[src/rtl/desc_feeder.sv]
// desc_feeder
// ---------------------------------------------------------------------------
// Transmit side of the descriptor-load interface into the 16x16 NCC PE grid.
// Takes a descriptor as a stream of PIX_W-bit pixels and packs four pixels
// per word, with the first pixel in the top byte. Packed words go through a
// small FIFO. They are then handed to the NCC one at a time with a
// ready/acknowledge handshake. Completion is flagged when every word has
// been acknowledged.
//
// Ports:
//   clk                  rising-edge clock
//   rst                  asynchronous, active-low reset
//   start                begin a new descriptor load (honoured in IDLE only)
//   pix_valid/pix_data   upstream pixel stream
//   pix_ready            pixel accepted when pix_valid && pix_ready
//   desc_data            packed word presented to the NCC
//   desc_data_ready      desc_data valid, held until acknowledged
//   done_with_desc_data  NCC acknowledge of the presented word
//   busy                 load in progress (LOAD or DONE)
//   desc_loaded          one-cycle pulse after the final acknowledge
//   word_count           words acknowledged so far (wraps on the final one)
//   start_err            sticky flag: start seen while busy
//
// Optional build macro DESC_FEEDER_CHECKSUM_EN adds desc_checksum, the
// 16-bit modular sum of every pixel accepted since the last start.
// ---------------------------------------------------------------------------
module desc_feeder #(
  parameter int NUM_WORDS  = 64,
  parameter int FIFO_DEPTH = 4,
  parameter int PIX_W      = 8
) (
  input  logic                         clk,
  input  logic                         rst,
  input  logic                         start,
  input  logic                         pix_valid,
  input  logic [PIX_W-1:0]             pix_data,
  output logic                         pix_ready,
  output logic [4*PIX_W-1:0]           desc_data,
  output logic                         desc_data_ready,
  input  logic                         done_with_desc_data,
  output logic                         busy,
  output logic                         desc_loaded,
  output logic [$clog2(NUM_WORDS)-1:0] word_count,
  output logic                         start_err
`ifdef DESC_FEEDER_CHECKSUM_EN
  ,
  output logic [15:0]                  desc_checksum
`endif
);

  localparam int WORD_W = 4 * PIX_W;
  localparam int WC_W   = $clog2(NUM_WORDS);
  localparam int PC_W   = $clog2(4 * NUM_WORDS) + 1;
  localparam int AW     = $clog2(FIFO_DEPTH);

  localparam logic [PC_W-1:0] PIX_TOTAL = PC_W'(4 * NUM_WORDS);
  localparam logic [WC_W-1:0] WORD_LAST = WC_W'(NUM_WORDS - 1);
  localparam logic [AW:0]     FIFO_FULL = (AW + 1)'(FIFO_DEPTH);

  typedef enum logic [1:0] {IDLE, LOAD, DONE} state_t;

  state_t              state_q, state_d;
  logic [PC_W-1:0]     pix_cnt_q;
  logic [1:0]          byte_cnt_q;
  logic [3*PIX_W-1:0]  pack_q;
  logic [WORD_W-1:0]   mem_q [FIFO_DEPTH];
  logic [AW-1:0]       wr_ptr_q, rd_ptr_q;
  logic [AW:0]         fifo_cnt_q;
  logic [WORD_W-1:0]   data_q;
  logic                ready_q;
  logic                ack_prev_q;
  logic [WC_W-1:0]     word_cnt_q;
  logic                err_q;

  logic pix_acc, push, pop, ack, last_ack, start_acc, fifo_full, fifo_empty;

  assign fifo_full  = (fifo_cnt_q == FIFO_FULL);
  assign fifo_empty = (fifo_cnt_q == '0);
  assign pix_ready  = (state_q == LOAD) && (pix_cnt_q < PIX_TOTAL) && !fifo_full;
  assign pix_acc    = pix_valid && pix_ready;
  // The fourth pixel of a group completes a word, so it is written to the
  // FIFO on the same edge that accepts the pixel.
  assign push       = pix_acc && (byte_cnt_q == 2'd3);
  // The previous-cycle-ack gate keeps ready low for at least one whole cycle
  // between words. This matches the NCC's two-state WAIT/LOAD cadence.
  assign pop        = !ready_q && !fifo_empty && !ack_prev_q;
  assign ack        = (state_q == LOAD) && ready_q && done_with_desc_data;
  assign last_ack   = ack && (word_cnt_q == WORD_LAST);
  assign start_acc  = (state_q == IDLE) && start;

  assign busy            = (state_q != IDLE);
  assign desc_loaded     = (state_q == DONE);
  assign desc_data       = data_q;
  assign desc_data_ready = ready_q;
  assign word_count      = word_cnt_q;
  assign start_err       = err_q;

  always_ff @(posedge clk or negedge rst) begin
    if (!rst) state_q <= IDLE;
    else      state_q <= state_d;
  end

  always_comb begin
    state_d = state_q;
    case (state_q)
      IDLE:    if (start)    state_d = LOAD;
      LOAD:    if (last_ack) state_d = DONE;
      DONE:                  state_d = IDLE;
      default:               state_d = IDLE;
    endcase
  end

  // FIFO storage is not reset. Occupancy is tracked by the counters below,
  // so stale entries are never observed.
  always_ff @(posedge clk) begin
    if (push) mem_q[wr_ptr_q] <= {pack_q, pix_data};
  end

  always_ff @(posedge clk or negedge rst) begin
    if (!rst) begin
      pix_cnt_q  <= '0;
      byte_cnt_q <= '0;
      pack_q     <= '0;
      wr_ptr_q   <= '0;
      rd_ptr_q   <= '0;
      fifo_cnt_q <= '0;
      data_q     <= '0;
      ready_q    <= 1'b0;
      ack_prev_q <= 1'b0;
      word_cnt_q <= '0;
      err_q      <= 1'b0;
    end else if (start_acc) begin
      pix_cnt_q  <= '0;
      byte_cnt_q <= '0;
      pack_q     <= '0;
      wr_ptr_q   <= '0;
      rd_ptr_q   <= '0;
      fifo_cnt_q <= '0;
      ready_q    <= 1'b0;
      ack_prev_q <= 1'b0;
      word_cnt_q <= '0;
      err_q      <= 1'b0;
    end else begin
      if (start && (state_q != IDLE)) err_q <= 1'b1;
      // Shifting pixels in from the bottom leaves the first pixel of the
      // group in the top byte once four have arrived.
      if (pix_acc) begin
        pix_cnt_q  <= pix_cnt_q + 1'b1;
        byte_cnt_q <= byte_cnt_q + 2'd1;
        pack_q     <= {pack_q[2*PIX_W-1:0], pix_data};
      end
      if (push) wr_ptr_q <= wr_ptr_q + 1'b1;
      if (pop) begin
        data_q   <= mem_q[rd_ptr_q];
        rd_ptr_q <= rd_ptr_q + 1'b1;
        ready_q  <= 1'b1;
      end
      if (ack) begin
        ready_q    <= 1'b0;
        word_cnt_q <= last_ack ? '0 : word_cnt_q + 1'b1;
      end
      ack_prev_q <= ack;
      case ({push, pop})
        2'b10:   fifo_cnt_q <= fifo_cnt_q + 1'b1;
        2'b01:   fifo_cnt_q <= fifo_cnt_q - 1'b1;
        default: fifo_cnt_q <= fifo_cnt_q;
      endcase
    end
  end

`ifdef DESC_FEEDER_CHECKSUM_EN
  logic [15:0] csum_q;

  always_ff @(posedge clk or negedge rst) begin
    if (!rst)         csum_q <= '0;
    else if (start_acc) csum_q <= '0;
    else if (pix_acc)   csum_q <= csum_q + 16'(pix_data);
  end

  assign desc_checksum = csum_q;
`endif

endmodule

[config.mk]
export PLATFORM = sky130hd
export DESIGN_NAME = desc_feeder
export DESIGN_NICKNAME = d
export VERILOG_FILES = /design/src/rtl/desc_feeder.sv
export SDC_FILE = /design/constraint.sdc
export NUM_CORES = 1
export LEC_CHECK = 0
export ABC_AREA = 1
export CAP_MARGIN = 20
export CORE_MARGIN = 2
export CORE_UTILIZATION = 53
export DETAILED_ROUTE_END_ITERATION = 10
export PLACE_DENSITY = 0.81
export SLEW_MARGIN = 20
export SYNTH_ARGS = -nofsm -noshare
export SYNTH_HDL_FRONTEND = slang
export SYNTH_SLANG_ARGS = --single-unit
[constraint.sdc]
create_clock -name clk -period 2.4 [get_ports clk]
set_input_delay 0.48 -clock clk [delete_from_list [all_inputs] [get_ports clk]]
set_output_delay 0.48 -clock clk [all_outputs]
set_load 0.03 [all_outputs]
=== Word level (Yosys, flattened, before mapping) ===
Memories as Yosys holds them, arrays and structs flattened. A register that Yosys moved wholly into a read port is not among the register bits.
Index checks and enable logic that the tools add are counted.

* Add/sub/neg operators: 7
* $mul: 0
* Divide/modulo/power cells: 0
* Magnitude comparators: 1
* Equality and inequality tests: 9
* Shifts and indexed selects: 0
* Multiplexer cells: 26
* Bitwise gates (word level): 1
* Reduce and logical (&&, ||, !) cells: 28

{| class="wikitable"
|+ Operators by type and width
! operator !! count
|-
| $mux W24 || 2
|-
| $mux W6 || 3
|-
| $mux W9 || 2
|-
| $mux W2 || 8
|-
| $reduce_bool A2 Y1 || 6
|-
| $logic_and A1 B1 Y1 || 11
|-
| $add A9 B1 Y9 const B || 1
|-
| $lt A9 B9 Y1 const B || 1
|-
| $mux W1 || 8
|-
| $add A2 B1 Y2 const B || 3
|-
| $add A6 B1 Y6 const B || 1
|-
| $eq A2 B2 Y1 const B || 3
|-
| $eq A6 B6 Y1 const B || 1
|-
| $pmux W3 S2 || 1
|-
| $reduce_bool A3 Y1 || 2
|-
| $logic_not A1 Y1 || 5
|-
| $eq A2 B1 Y1 const B || 2
|-
| $ne A2 B2 Y1 const B || 2
|-
| $pmux W2 S2 || 1
|-
| $reduce_and A2 Y1 || 2
|-
| $add A3 B1 Y3 const B || 1
|-
| $eq A3 B3 Y1 const B || 1
|-
| $logic_not A3 Y1 || 1
|-
| $mux W3 || 1
|-
| other kinds (3) || 3
|}

* Flip-flop bits (word level): 53
* Bits in latches: 0
* Memory bits (writable): 128
* Bits in read-only memories: 0
* Input port bits: 13
* Output and inout port bits: 43
* Word-level logic and storage cells: 84
* Memories: 1

{| class="wikitable"
|+ Memories
! name !! words !! bits a word !! rd ports !! clocked after Yosys merged registers in !! wr ports !! RTL line !! source
|-
| mem_q || 4 || 32 || 1 || 1 || 1 || 66 || <nowiki>logic [WORD_W-1:0] mem_q [FIFO_DEPTH];</nowiki>
|}

=== Depth between registers and ports, before layout ===
Gate-level depths: netlist (run 1).

* Depth after elaboration: 8
* Mapped depth: 13
* Mapped depth without buffers: 13

=== Worst setup path after synthesis (run 1) ===
OpenSTA, ideal clock, no wires.

* Path type: reg2reg
* From: register state_q[1]
* To: memory mem_q[0][0] (netlist bit) (enable)
* Setup time: 0.421 ns
* Arrival time: 2.233 ns
* Data required time: 1.979 ns
* Path slack: -0.254 ns
* Cell stages (with the launch flop): 6
* Buffers on the path: 0
* Clock period less this slack: 2.654 ns
* Cells stage by stage: dfrtp_1 inv_1 nand2_2 nor2_4 nand4_2 nor2_1

* Cells in the longest elaborated chain, start to end: 7

{| class="wikitable"
|+ Ends and longest elaborated chain
! item !! RTL line !! source
|-
| start: declaration || 62 || <nowiki>state_t state_q, state_d;</nowiki>
|-
| start signal: assignment || 100 || <nowiki>else state_q <= state_d;</nowiki>
|-
| $eq A2 B1 Y1 || 79 || <nowiki>assign pix_ready = (state_q == LOAD) && (pix_cnt_q < PIX_TOTAL) && !fifo_full;</nowiki>
|-
| $logic_and A1 B1 Y1 (2 in a row) || 79 ||
|-
| $logic_and A1 B1 Y1 || 80 || <nowiki>assign pix_acc = pix_valid && pix_ready;</nowiki>
|-
| $logic_and A1 B1 Y1 || 83 || <nowiki>assign push = pix_acc && (byte_cnt_q == 2'd3);</nowiki>
|-
| $mux W1 || 116 || <nowiki>if (push) mem_q[wr_ptr_q] <= {pack_q, pix_data};</nowiki>
|-
| $mux W1 (implied by the code) || 116 ||
|-
| end: declaration || 66 ||
|}

No other way between the ends.

=== Worst setup path in the final report (run 1) ===
* From: register state_q[0]
* To: output desc_loaded

* Cells in the longest elaborated chain, start to end: 1

{| class="wikitable"
|+ Ends and longest elaborated chain
! item !! RTL line !! source
|-
| $eq A2 B2 Y1 || 92 || <nowiki>assign desc_loaded = (state_q == DONE);</nowiki>
|-
| end: declaration || 42 || <nowiki>output logic desc_loaded,</nowiki>
|}

No other way between the ends.

==> results of run 1 <==
## cell type report
type | count | area share [%]
Clock buffer | 32 | 6.155
Clock inverter | 4 | 0.4569
Inverter | 43 | 1.701
Multi-Input combinational cell | 411 | 20.91
Sequential cell | 213 | 60.56
Tap cell | 216 | 2.741
Timing Repair Buffer | 70 | 7.475
## worst register-to-register path, cell delays in order, from the launching register on
cell and delay [ps]:
dfrtp_1 390, inv_1 100, nand2_2 110, nor2_4 130
nand4_2 100, nand2_2 130, inv_1 80, fa_1 380
xnor2_1 220, inv_1 80, nand2_1 70, nand2_1 50
nand3_1 60, nand2_1 50
## cell families (layout without fill, tap and decap cells)
logic type               after synthesis  after routing  synth area share (%)
AND/OR/NAND/NOR                      216            216                 10.81
flip-flops                           213            213                 71.13
AO/OA/AOI/OAI                        180            180                 11.61
buffers and inverters                 80            149                 4.427
adder cells (fa/ha/maj)                8              8                 1.282
XOR/XNOR                               6              6                0.6261
multiplexers                           1              1                0.1192
## sequential cells by signal, indices dropped and copies added, names as in the netlist
name / flops
mem_q: 128
start_err: 1
rd_ptr_q: 2
desc_data: 32
ack_prev_q: 1
byte_cnt_q: 2
pack_q: 24
wr_ptr_q: 2
pix_cnt_q: 9
desc_data_ready: 1
state_q: 2
word_count: 6
fifo_cnt_q: 3
## per-stage QoR
stage               TNS [ps]  total power (W)  cells  hold WS [ps]  instance area [um2]
floorplan             -32550         0.008445    704         184.4                 8394
global placement           0         0.009777    952         454.4                 9199
detailed placement         0          0.01006    952         459.7                 9199
CTS                        0          0.01317    989         494.8                 9859
global route               0          0.01393    989         509.1                 9859
finish                     0          0.01310    989         493.7                 9859
## Yosys cell counts (2+ instances only)
library cell	instances	area [um2]
nor3_1	2	10.01
nand2_1	104	390.4
nand2_2	4	25.02
buf_2	11	55.05
inv_1	37	138.9
ha_1	7	87.58
nor2_1	83	311.6
a22o_1	5	43.79
o31ai_1	2	15.01
o21ai_1	8	40.04
dfrtp_1	85	2127
clkbuf_2	2	10.01
o21ai_0	116	580.6
o22ai_1	39	244.0
nand4_1	4	25.02
edfxtp_1	128	3844
nor2_4	3	33.78
inv_2	3	11.26
nand3_1	11	55.05
xnor2_1	3	26.28
clkbuf_1	16	60.06
a21oi_1	9	45.04
inv_4	2	12.51
buf_6	6	67.56
xor2_1	3	26.28
## what timing repair did
action / CTS / global route
hold buffers: 1 / 0
gates resized for setup: 1 / 0
buffers inserted: 0 / 0
endpoints found under the setup margin: 1 / 0
endpoints found under the hold margin: 35 / 0
## where the power goes
| group | total, W | switching (W) | internal [W] |
|---|---|---|---|
| Clock | 0.00308 | 0.00125 | 0.00184 |
| Combinational | 0.00455 | 0.00299 | 0.00156 |
| Sequential | 0.00546 | 0.000556 | 0.00491 |
| Total | 0.0131 | 0.00479 | 0.00831 |
## worst min path at each step
stage | startpoint | end | slack [ps] | cells after the start
final | pix_cnt_q[4]$_DFFE_PN0P_ | pix_cnt_q[4]$_DFFE_PN0P_ | 490 | 1
after detailed placement | rst | word_count[1]$_DFFE_PN0N_ | 460 | 1
after floorplan | rst | ack_prev_q$_DFF_PN0_ | 180 | 0
after CTS | pix_cnt_q[4]$_DFFE_PN0P_ | pix_cnt_q[4]$_DFFE_PN0P_ | 490 | 1
after global placement | rst | word_count[2]$_DFFE_PN0N_ | 450 | 1
after global routing | byte_cnt_q[0]$_DFFE_PN0P_ | byte_cnt_q[0]$_DFFE_PN0P_ | 510 | 1
## placed cells by master, fill, tap and decap left out, types with 11 or more instances in the layout
master / count
edfxtp_1: 128
clkbuf_16: 21
nand3_1: 11
nand2_1: 104
nor2_1: 79
dfrtp_1: 85
o22ai_1: 39
inv_1: 37
clkdlybuf4s50_1: 53
o21ai_0: 116
## per-layer routing
metal  vias up  wire length, um
li1       2562                -
met5         -                0
met2       220             8978
met4         0              354
met1      2726             7005
met3        33             1134
==> out/results.txt, run 1 <==
Max stage delay on crit path: 690 ps
Distinct cells, synth: 36
VDD IR-drop max: 572.9 uV
Post-synth EDFFs: 128
fillers: 1107
CP endpoint kind: primary output
outcome: completed
met2 usage: 36.90%
Placer Congestion: 0.7698
first-pass GRT wire length: 28240 um
Cell Chain, Critical Path: nor2_1, clkdlybuf4s50_1
part of the cycle the worst path needs: 92.34%
Area growth syn-to-layout: 17.45%
Slew HR: 56.06%
CP Buf/Inv Count: 1
largest net degree at the start of global routing: 68
Syn Std Cell Area: 0.008394 mm2
met3 Use GR: 3.075%
met1 GRT Util: 28.63%
vias in the first global route: 5563
Total Routing Usage GR: 21.37%
Yosys Warn Count: 0
CTS clock-pin slew for the worst setup and hold paths: 60 ps
Worst path depth: 2
combined area of the multi-input logic cells: 0.002062 mm2
number of H-tree levels: 1
Hold Path Class: flip-flop to flip-flop
pre-CTS setup slack: 73.55 ps
Chip Height: 129.9 um
clock sinks: 213
Critical Path RT: 1920 ps
DR vias: 5541
Setup crit start: state_q[0]$_DFFE_PN0P_
Mapped Avg Cell Area: 11.92 um2
total CTS buffers: 20
Clock Skews: 4.856 ps
GRT Residual Overflow: 0
Seq/Total Area, Yosys: 71.13%
antenna violations before repair: 0
Hold Violations, Final: 0
Placeable Area: 0.01566 mm2
Initial Util: 53.62%
critical path class: flip-flop to primary output
Slew Viols, Final: 0
leakage power: 3.846 nW
setup ws final: 183.8 ps
fmax: 451.2 MHz
Top FF cell, synth: edfxtp_1
chip width: 129.9 um
synthesis-stage register bit count: 213
fin crit period: 2216 ps
Critical R2R Launch: state_q[1]$_DFFE_PN0P_
ANT nets after route: 0
DRC viols: 0
final core occ: 62.98%
critical path data arrival time: 1740 ps
IO Pins: 56
Post-Syn Instances: 704
fraction of layout cells with a size suffix above 1: 8.409%
Startpoint Class: flip-flop
pwr dens: 1329 mW/mm2
drt total wl: 17470 um
1st-iter DRT viols: 630
final layout net count: 780
r2r setup slk: 350 ps
GR peak layer: met2
Vias/cell: 5.603
Slowest-stage cell, CP: clkdlybuf4s50_1
DR pass1 iterations: 5
CP top delay family: buffers and inverters
PortBufs: 55
post-DP HPWL: 10820 um
RSZ-0062 raised after global routing: no
Root Buffer: clkbuf_16
FF-to-FF End: fifo_cnt_q[2]$_DFFE_PN0P_
Max FO, Critical Path: 3
setup violators final: 0
register area: 0.005971 mm2
CTS tree: yes
DR WL/cell: 17.67 um
ant diodes: 0
worst r2r path cells: 13
ys async rst share: 39.91%
Rows: 46
syn nets: 725
Setup crit end: desc_loaded
actual slew at the worst max-slew pin: 659.1 ps
# Max-Cap Violations: 0
clk buf depth: 3
die area: 0.01686 mm2
Worst-Skew Late Latency: 480 ps
Power figures use the tool's default switching activity.
==> run 2: changes to the inputs <==
- ABC_CLOCK_PERIOD_IN_PS: not set -> 2400
- SLEW_MARGIN: 20 -> 10
==> results of run 2 <==
No change in the layout: final DEF, timing and power equal those of run 1.
==> run 3: changes to the inputs <==
- MAX_ROUTING_LAYER: not set -> met4
- SLEW_MARGIN: 10 -> 0
==> out/results.txt, run 3 (synthesized netlist as in run 1, its figures left out) <==
fillers: 1107 (unchanged)
Int Pwr: 0.008310 W (about the same)
hold path depth: 1 (unchanged)
drt total wl: 17540 um (+0.35%)
VDD IR-drop max: 574.2 uV (+0.22%)
CTS clock-pin slew for the worst setup and hold paths: 60 ps (about the same)
Chip Height: 129.9 um (unchanged)
actual slew at the worst max-slew pin: 664.4 ps (+5.297 ps)
chip width: 129.9 um (unchanged)
Post CTS Setup Buffer Count: 0 (unchanged)
Slew Viols, Final: 0 (unchanged)
number of H-tree levels: 1 (unchanged)
Worst-Skew Late Latency: 480 ps (about the same)
DR WL/cell: 17.73 um (+0.35%)
CP Buf/Inv Count: 2 (+1)
HP Start: pix_cnt_q[4]$_DFFE_PN0P_
sequential power share: 41.7% (about the same)
Hold Violations, Final: 0 (unchanged)
PortBufs: 55 (unchanged)
clock share of power: 23.5% (about the same)
critical path data arrival time: 1730 ps (about the same)
clk buf depth: 3 (unchanged)
RSZ-0062 raised after global routing: no
outcome: completed
pre-CTS setup slack: 73.55 ps (unchanged)
Cell Chain, Critical Path: inv_1, nor2_1, clkdlybuf4s50_1
GRT Residual Overflow: 0 (unchanged)
largest net degree at the start of global routing: 68 (unchanged)
Root Buffer: clkbuf_16
DR vias: 5578 (+0.67%)
Vias/cell: 5.640 (+0.67%)
Max FO, Critical Path: 2 (-1)
setup violators final: 0 (unchanged)
Slew HR: 55.70% (-0.35 points)
Sw Share: 36.58% (about the same)
Rows: 46 (unchanged)
FF-to-FF End: fifo_cnt_q[2]$_DFFE_PN0P_
max reg flops: 128 (unchanged)
setup ws final: 187.9 ps (+4.119 ps)
1st-iter DRT viols: 589 (-6.5%)
CP top delay family: buffers and inverters
Final TNS setup: 0 ps (unchanged)
CTS tree: yes
DR pass1 iterations: 5 (unchanged)
critical path class: flip-flop to primary output
fraction of layout cells with a size suffix above 1: 8.409% (unchanged)
ANT nets after route: 0 (unchanged)
Psw: 0.004793 W (about the same)
Critical Path RT: 1920 ps (about the same)
r2r setup slk: 350 ps (about the same)
total CTS buffers: 20 (unchanged)
Hold Path Class: flip-flop to flip-flop
vias in the first global route: 5562 (-0.018%)
Placer Congestion: 0.7801 (+1.3%)
ant diodes: 0 (unchanged)
clock sinks: 213 (unchanged)
fin crit period: 2212 ps (-4.119 ps)
pwr dens: 1329 mW/mm2 (about the same)
part of the cycle the worst path needs: 92.17% (-0.17 points)
Max stage delay on crit path: 690 ps (about the same)
leading cell type in the layout, fill and taps excluded: edfxtp_1
DRC viols: 0 (unchanged)
Combinational Power Share: 34.8% (about the same)
IO Pins: 56 (unchanged)
Clock Skews: 4.702 ps (-0.1539 ps)
Initial Util: 53.62% (unchanged)
# Max-Cap Violations: 0 (unchanged)
Placeable Area: 0.01566 mm2 (unchanged)
Area growth syn-to-layout: 17.45% (unchanged)
most frequent cells in the layout: edfxtp_1 (128), o21ai_0 (116), nand2_1 (104)
antenna violations before repair: 0 (unchanged)
Total Routing Usage GR: 22.03% (+0.66 points)
Endpoint, Worst Hold: pix_cnt_q[4]$_DFFE_PN0P_
CP endpoint kind: primary output
Startpoint Class: flip-flop
final layout net count: 780 (unchanged)
die area: 0.01686 mm2 (unchanged)
Hold Slack: 493.4 ps (-0.3540 ps)
largest reg by FF count: mem_q
fmax: 452.1 MHz (+0.19%)
post-DP HPWL: 10820 um (unchanged)
first-pass GRT wire length: 28260 um (about the same)
worst r2r path cells: 13 (unchanged)
leakage power: 3.846 nW (unchanged)
Critical R2R Launch: state_q[1]$_DFFE_PN0P_
Slowest-stage cell, CP: clkdlybuf4s50_1
[run 3: area by class of cell]
class / count / area (um2) / share of cell area (%)
tap: 216 / 270.3 / 2.741
sequential: 213 / 5971 / 60.56
clock inverter: 4 / 45.04 / 0.4569
clock buffer: 32 / 606.8 / 6.155
timing repair buffer: 70 / 737.0 / 7.475
inverter: 43 / 167.7 / 1.701
multi-input combinational: 411 / 2062 / 20.91
[run 3: power by group through the flow]
stage          registers [W]  clock network (W)  logic (W)
2_1_floorplan        0.00600                  0    0.00245
3_3_place_gp         0.00543                  0    0.00435
3_5_place_dp         0.00553                  0    0.00453
4_1_cts              0.00546            0.00312    0.00459
5_1_grt              0.00555            0.00327    0.00510
6_report             0.00546            0.00308    0.00456
[run 3: worst max-delay path by stage]
| stage | depth (start not counted) | slack, ps | endpoint | start |
|---|---|---|---|---|
| after floorplan | 5 | -250 | mem_q[0][0]$_DFFE_PP_ | state_q[1]$_DFFE_PN0P_ |
| after global placement | 11 | 180 | fifo_cnt_q[2]$_DFFE_PN0P_ | pix_valid |
| after detailed placement | 11 | 70 | fifo_cnt_q[2]$_DFFE_PN0P_ | pix_valid |
| after CTS | 3 | 190 | busy | state_q[0]$_DFFE_PN0P_ |
| after global routing | 6 | 130 | pix_ready | state_q[1]$_DFFE_PN0P_ |
| final | 3 | 190 | desc_loaded | state_q[1]$_DFFE_PN0P_ |
[run 3: stage by stage]
step	std cells	utilization, %	instance area, um2	power (W)
floorplan	704	-	8394	0.008445
global placement	952	58.76	9199	0.009777
detailed placement	952	58.76	9199	0.01006
CTS	989	62.98	9859	0.01317
global route	989	62.98	9859	0.01392
finish	989	62.98	9859	0.01310
[run 3: layer usage]
layer / global-route usage (%) / part of all wire [%]
met4: 5.946 / 1.9
met2: 36.90 / 51
met3: 3.075 / 6.5
met5: - / 0
met1: 28.60 / 40
[run 3: worst reg2reg max path: stages, from the launching register on]
cell	delay, ps
dfrtp_1	390
inv_1	100
nand2_2	110
nor2_4	130
nand4_2	100
nand2_2	130
inv_1	80
fa_1	380
xnor2_1	220
inv_1	70
nand2_1	70
nand2_1	50
nand3_1	60
nand2_1	50
[run 3: what timing repair did]
action                                 CTS  global route
setup endpoints to repair                1             0
gates resized for setup                  1             0
endpoints found under the hold margin   35             0
hold buffers                             1             0
